`config.mk`:
```
export PLATFORM = sky130hd
export DESIGN_NAME = obuf_a_data_flat
export DESIGN_NICKNAME = d
export VERILOG_FILES = /design/src/rtl/obuf_a_data_pkg.sv /design/src/rtl/obuf_a_data_if.sv /design/src/rtl/obuf_a_data_fifo.sv /design/src/rtl/obuf_a_data.sv /design/src/flat_wrapper.sv
export SDC_FILE = /design/constraint.sdc
export NUM_CORES = 1
export LEC_CHECK = 0
export ABC_AREA = 0
export ABC_CLOCK_PERIOD_IN_PS = 2300
export BUFFER_PORTS_ARGS = -buffer_cell sky130_fd_sc_hd__buf_2
export CAP_MARGIN = 20
export CORE_MARGIN = 3
export CORE_UTILIZATION = 48
export DETAILED_ROUTE_END_ITERATION = 10
export HOLD_SLACK_MARGIN = 0.1
export PLACE_DENSITY = 0.8
export RECOVER_POWER = 100
export SLEW_MARGIN = 30
export SYNTH_ARGS = -nofsm -noshare
export SYNTH_HDL_FRONTEND = slang
export SYNTH_HIERARCHICAL = 1
export SYNTH_SLANG_ARGS = --single-unit
```
`constraint.sdc`:
```
create_clock -name clk -period 2.3 [get_ports clk]
set_input_delay 0.345 -clock clk [delete_from_list [all_inputs] [get_ports clk]]
set_output_delay 0.345 -clock clk [all_outputs]
set_load 0.1 [all_outputs]
```
`src/rtl/obuf_a_data_pkg.sv`:
```
// Shared constants and types for the router output-buffer slice.
package obuf_a_data_pkg;

    localparam int unsigned NPORT_DEF  = 5;
    localparam int unsigned PYLD_W_DEF = 17;

    // Input port indices as seen by the arbiter grant vector.
    typedef enum logic [2:0] {
        PORT_N = 3'd0,
        PORT_E = 3'd1,
        PORT_S = 3'd2,
        PORT_W = 3'd3,
        PORT_L = 3'd4
    } port_e;

    // Copy phase of the flit at the FIFO head.
    typedef enum logic {
        PH_FIRST = 1'b0,
        PH_COPY  = 1'b1
    } phase_e;

endpackage

```
`src/rtl/obuf_a_data_if.sv`:
```
// Link-side handshake bundle between an output buffer and the next hop.
interface obuf_a_data_if
    import obuf_a_data_pkg::*;
#(
    parameter int unsigned PYLD_W = PYLD_W_DEF
);
    logic              obuf_vld;
    logic              link_rdy;
    logic [PYLD_W-1:0] payload_o;
    logic              cpy_flag;

    modport master (output obuf_vld, output payload_o, output cpy_flag, input link_rdy);
    modport slave  (input obuf_vld, input payload_o, input cpy_flag, output link_rdy);
endinterface

```
`src/rtl/obuf_a_data_fifo.sv`:
```
// Small power-of-two FIFO with registered count and combinational head read.
module obuf_fifo #(
    parameter int unsigned W     = 18,
    parameter int unsigned DEPTH = 2
) (
    input  logic                       clk,
    input  logic                       rst,
    input  logic                       push,
    input  logic                       pop,
    input  logic [W-1:0]               din,
    output logic [W-1:0]               dout,
    output logic [$clog2(DEPTH):0]     count
);
    localparam int unsigned AW = $clog2(DEPTH);
    localparam int unsigned CW = AW + 1;
    localparam logic [CW-1:0] FULL_CNT = CW'(DEPTH);

    logic [W-1:0]  mem [DEPTH];
    logic [AW-1:0] rd_ptr;
    logic [AW-1:0] wr_ptr;
    logic          do_push;
    logic          do_pop;

    // Overflow/underflow guards keep count inside 0..DEPTH regardless of caller.
    assign do_push = push & (count != FULL_CNT);
    assign do_pop  = pop & (count != '0);
    assign dout    = mem[rd_ptr];

    // Storage, pointers (wrap modulo DEPTH) and occupancy.
    always_ff @(posedge clk or posedge rst) begin
        if (rst) begin
            for (int unsigned i = 0; i < DEPTH; i++) begin
                mem[i] <= '0;
            end
            rd_ptr <= '0;
            wr_ptr <= '0;
            count  <= '0;
        end else begin
            if (do_push) begin
                mem[wr_ptr] <= din;
                wr_ptr      <= wr_ptr + 1'b1;
            end
            if (do_pop) begin
                rd_ptr <= rd_ptr + 1'b1;
            end
            case ({do_push, do_pop})
                2'b10:   count <= count + 1'b1;
                2'b01:   count <= count - 1'b1;
                default: count <= count;
            endcase
        end
    end
endmodule

```
`src/rtl/obuf_a_data.sv`:
```
// Output-port data buffer: grant mux into a FIFO, link handshake with optional flit copy.
module obuf_a_data
    import obuf_a_data_pkg::*;
#(
    parameter int unsigned PYLD_W = PYLD_W_DEF,
    parameter int unsigned DEPTH  = 2,
    parameter int unsigned NPORT  = NPORT_DEF
) (
    input  logic                    clk,
    input  logic                    rst,
    input  logic [NPORT-1:0]        arb_gnt,
    input  logic [NPORT*PYLD_W-1:0] payload_i,
    output logic                    obuf_rdy,
    input  logic                    pg_en,
    input  logic                    cpy_mode,
    obuf_a_data_if.master           link,
    output logic                    gnt_err
);
    localparam int unsigned CW = $clog2(DEPTH) + 1;
    localparam logic [CW-1:0] FULL_CNT = CW'(DEPTH);

    logic [CW-1:0]     count;
    logic [PYLD_W:0]   head;
    logic              head_cpy;
    logic [PYLD_W-1:0] sel_pyld;
    logic              multi_hot;
    logic              push;
    logic              pop;
    logic              beat;
    phase_e            phase;

    assign obuf_rdy = (count < FULL_CNT);
    assign push     = (|arb_gnt) & obuf_rdy;
    assign multi_hot = (arb_gnt & (arb_gnt - 1'b1)) != '0;

    // Lowest-index granted port wins the payload mux.
    always_comb begin
        sel_pyld = '0;
        for (int i = NPORT - 1; i >= 0; i--) begin
            if (arb_gnt[i]) begin
                sel_pyld = payload_i[i*PYLD_W +: PYLD_W];
            end
        end
    end

    obuf_fifo #(
        .W     (PYLD_W + 1),
        .DEPTH (DEPTH)
    ) u_fifo (
        .clk   (clk),
        .rst   (rst),
        .push  (push),
        .pop   (pop),
        .din   ({pg_en & cpy_mode, sel_pyld}),
        .dout  (head),
        .count (count)
    );

    assign head_cpy       = head[PYLD_W];
    assign link.obuf_vld  = (count != '0);
    assign link.payload_o = head[PYLD_W-1:0];
    assign link.cpy_flag  = head_cpy & (phase == PH_COPY);

    assign beat = link.obuf_vld & link.link_rdy;
    assign pop  = beat & (~head_cpy | (phase == PH_COPY));

    // Copy-phase tracking: a copy-tagged head needs two link beats before it pops.
    always_ff @(posedge clk or posedge rst) begin
        if (rst) begin
            phase <= PH_FIRST;
        end else if (beat && head_cpy) begin
            phase <= (phase == PH_FIRST) ? PH_COPY : PH_FIRST;
        end
    end

    // Flag a multi-hot grant that actually pushed; pulses for one cycle.
    always_ff @(posedge clk or posedge rst) begin
        if (rst) begin
            gnt_err <= 1'b0;
        end else begin
            gnt_err <= push & multi_hot;
        end
    end
endmodule

```
`src/flat_wrapper.sv`:
```
// flat-port wrapper written by rule: the top's interface ports become plain ports
module obuf_a_data_flat import obuf_a_data_pkg::*;
#(
    parameter int unsigned PYLD_W = PYLD_W_DEF,
    parameter int unsigned DEPTH  = 2,
    parameter int unsigned NPORT  = NPORT_DEF
)
  (clk, rst, arb_gnt, payload_i, obuf_rdy, pg_en, cpy_mode, gnt_err, link_obuf_vld, link_payload_o, link_cpy_flag, link_link_rdy);
  obuf_a_data_if #(.PYLD_W(PYLD_W)) link_i ();
  input  logic clk;
  input  logic rst;
  input  logic [NPORT-1:0] arb_gnt;
  input  logic [NPORT*PYLD_W-1:0] payload_i;
  output logic obuf_rdy;
  input  logic pg_en;
  input  logic cpy_mode;
  output logic gnt_err;
  output wire logic [$bits(link_i.obuf_vld)-1:0] link_obuf_vld;
  output wire logic [$bits(link_i.payload_o)-1:0] link_payload_o;
  output wire logic [$bits(link_i.cpy_flag)-1:0] link_cpy_flag;
  input wire logic [$bits(link_i.link_rdy)-1:0] link_link_rdy;
  assign link_obuf_vld = link_i.obuf_vld;
  assign link_payload_o = link_i.payload_o;
  assign link_cpy_flag = link_i.cpy_flag;
  assign link_i.link_rdy = link_link_rdy;
  obuf_a_data #(.PYLD_W(PYLD_W), .DEPTH(DEPTH), .NPORT(NPORT)) u_core (.clk(clk), .rst(rst), .arb_gnt(arb_gnt), .payload_i(payload_i), .obuf_rdy(obuf_rdy), .pg_en(pg_en), .cpy_mode(cpy_mode), .link(link_i), .gnt_err(gnt_err));
endmodule
```
==> impl_metrics.tcl <==
set metrics [dict create \
    status "finished, final reports clean" \
    clock_sinks 42 \
    min-delay-start "link_link_rdy" \
    grt_use_total 0.2331 \
    hold_violations 0 \
    area_delta_synth_final_pct 20.24 \
    final.period_utilization 0.8880 \
    drt_iter0_markers 146 \
    start_util 0.5169 \
    hp-class "primary input to register" \
    rsz0062_at_grt "no" \
    cp_slowest_cell "mux2_2" \
    tritoncts "built" \
    max_slew_margin 0.2195 \
    wirelength_um 7334 \
    antenna-diode-count 0 \
    critPathBufInv 2 \
    clkTransAtPathRegs_ns 0.08 \
    r2r_start "u_core/u_fifo/count[1]$_DFFE_PP0P_" \
    yosysSeqAreaShare 0.3811 \
    portBuffers 115 \
    path_delay_family "buffers and inverters" \
    ios 116 \
    arrival_ns 1.70 \
    synthTopCellsByArea "dfrtp_1 (38%), mux2_2 (14%), mux2_4 (11%)" \
    grt_max_degree 41 \
    yosysWarnings 6 \
    tns_ns 0 \
    setup_viol_count_final 0 \
    final_max_slew_viol_count 0 \
    synthesis.nets 313 \
    design.die.area_mm2 0.006690 \
    grt_pass1_vias 2385 \
    finalNetCount 426 \
    place_ws_ns 0.2646 \
    cts_setup_buffers 0 \
    p_per_area_mw_per_mm2 1669 \
    cts_buffers 5 \
    critPathLaunchType "register" \
    worstPathCellList "buf_4 -> mux2_2 -> clkbuf_2" \
    fin_skew_ns 0.01133 \
    yosys.area.top_type "dfrtp_1" \
    clockBufferDepth 2 \
    cts_max_level 2 \
    tightest_slew_ns 1.176 \
    gp_congestion 0.7939 \
    p_leak_nw 1.562 \
    core_area_mm2 0.005335 \
    drt-pass1-iter-count 5 \
    dp.cells 392 \
    fp.dieW_um 81.80 \
    root_buffer "clkbuf_8" \
    synth_top_cell_area_share 0.3811 \
    critical_path.endpoint_type "output pin" \
    cp_max_fo 18 \
    instances_no_fill 401 \
    clock_latency_ns 0.30 \
    ir_drop_mv 1.124 \
    fin_crit_ns 2.042 \
    cp.required_ns 1.96 \
    cap_violations 0 \
    wire_per_inst_um 18.29 \
    setup_ws_ns 0.2576 \
    syn_inst 217 \
    max_stage_delay_ns 0.39 \
    critPathKind "register to output pin" \
    via_count 2232 \
    syn_area_per_cell_um2 12.71 \
    antenna_found_initial 0 \
    critPathLaunch "u_core/u_fifo/rd_ptr$_DFFE_PP0P_" \
    remaining_drc_errors 0 \
    grt_pass1_wl_um 11710 \
    die_h_um 81.80 \
    yosys_register_bits 42 \
    fmaxAchievable_ghz 0.4896 \
    hpwl_um 5427 \
    synth_area_mm2 0.002758 \
    vias_per_cell 5.566 \
    synth_cell_types 34 \
    ant_nets 0 \
    globalRoute.totalOverflow 0 \
    fp-row-count 26 \
    drive_gt1_frac 0.5468 \
]
-- layout by cell type, fill, tap and decap left out, drive strengths merged, types with 2 or more instances in the layout --
| cell type | synthesis | final |
|---|---|---|
| a21oi | 2 | 2 |
| nor2b | 19 | 19 |
| and3 | 2 | 2 |
| nor3 | 3 | 3 |
| a22oi | 16 | 16 |
| and3b | 2 | 2 |
| nor2 | 2 | 2 |
| inv | 3 | 3 |
| and2 | 2 | 2 |
| or2 | 2 | 2 |
| clkbuf | 3 | 33 |
| o31ai | 17 | 17 |
| xnor2 | 4 | 4 |
| a221oi | 17 | 17 |
| buf | 17 | 99 |
| nand2b | 2 | 2 |
| xor2 | 2 | 2 |
| mux2 | 54 | 54 |
| dfrtp | 42 | 42 |
-- per-stage QoR --
step                instance area (um2)  power [W]  hold slack, ns  utilization
floorplan                          2758   0.004743         0.08618            -
global placement                   3329   0.005193          0.2102       0.6241
detailed placement                 3329   0.005265          0.2133       0.6241
CTS                                3431   0.005773          0.3459       0.6431
global route                       3316   0.005787          0.3703       0.6215
finish                             3316   0.005534          0.3557       0.6215
-- what timing repair did --
| action | 4_1_cts | 5_1_grt |
|---|---|---|
| endpoints found under the hold margin | 2 | 0 |
| hold buffers | 1 | 0 |
| gates resized for setup | 0 | 0 |
-- path summary, 6_finish.rpt --
| check | endpoint | slack [ns] | depth (start not counted) |
|---|---|---|---|
| worst max register to register | u_core/u_fifo/mem[35]$_DFFE_PP0P_ | 0.31 | 4 |
| worst max-delay path | link_payload_o[16] | 0.26 | 3 |
| worst min-delay path | u_core/phase$_DFFE_PP0P_ | 0.36 | 3 |
| worst min register to register | u_core/u_fifo/mem[27]$_DFFE_PP0P_ | 0.50 | 1 |
| min in group asynchronous | u_core/gnt_err$_DFF_PP0_ | 0.43 | 3 |
| max in group asynchronous | u_core/u_fifo/mem[27]$_DFFE_PP0P_ | 0.79 | 4 |
-- where the power goes --
part	internal (W)	leakage [nW]	switching (W)
clock	0.000242	0.0482	0.000256
combinational	0.00102	1.01	0.00267
sequential	0.00112	0.507	0.000221
total	0.00239	1.56	0.00315
-- cells by family after synthesis --
kind of cell | count (synthesis) | share of synthesized area
adder cells (fa/ha/maj) | 2 | 0.008166
AO/OA/AOI/OAI | 53 | 0.1928
XOR/XNOR | 6 | 0.01906
flip-flops | 42 | 0.3811
buffers and inverters | 23 | 0.06533
AND/OR/NAND/NOR | 37 | 0.08575
multiplexers | 54 | 0.2477
-- cells in the mapped netlist --
| cell | count |
|---|---|
| buf_8 | 1 |
| and2_1 | 2 |
| a21oi_1 | 2 |
| nand2_1 | 1 |
| nand3_1 | 1 |
| a22oi_1 | 16 |
| nand2b_1 | 1 |
| dfrtp_1 | 42 |
| buf_6 | 4 |
| o31ai_2 | 11 |
| or2_1 | 2 |
| a221oi_2 | 10 |
| and3b_1 | 2 |
| o21a_1 | 1 |
| nor2b_1 | 19 |
| maj3_1 | 1 |
| buf_4 | 3 |
| buf_2 | 7 |
| clkbuf_1 | 3 |
| and3_4 | 1 |
| xor2_1 | 2 |
| ha_1 | 1 |
| mux2_4 | 20 |
| buf_12 | 2 |
| mux2_2 | 34 |
| or3_1 | 1 |
| nor2_1 | 2 |
| a221oi_1 | 7 |
| xnor2_1 | 4 |
| inv_1 | 3 |
| nor3_1 | 3 |
| nand2b_4 | 1 |
| and3_1 | 1 |
| o31ai_1 | 6 |
-- layout make-up --
class	count	area, um2
clock inverters	1	5.005
fillers	477	2019
repair buffers	126	646.9
clock buffers	7	86.33
well taps	70	87.58
multi-input cells	152	1428
flip-flops and latches	42	1051
inverters	3	11.26
-- worst min-delay path: cells and delay by family --
family / cells / cell delay (ns)
simple gates: 1 / 0.09
buf+inv: 1 / 0.10
xor+xnor: 1 / 0.07
-- routing by layer --
layer  part of all wire  track usage
met1               0.43       0.2953
met2               0.49       0.3885
met3              0.070      0.06798
met4              0.012      0.06146
met5                  0            0
-- sequential cells by signal, indices dropped and copies added, names as in the netlist --
signal	count
u_core/gnt_err	1
u_core/phase	1
u_core/u_fifo/count	2
u_core/u_fifo/mem	36
u_core/u_fifo/rd_ptr	1
u_core/u_fifo/wr_ptr	1
Note: power is estimated with default switching activity, not from simulation.
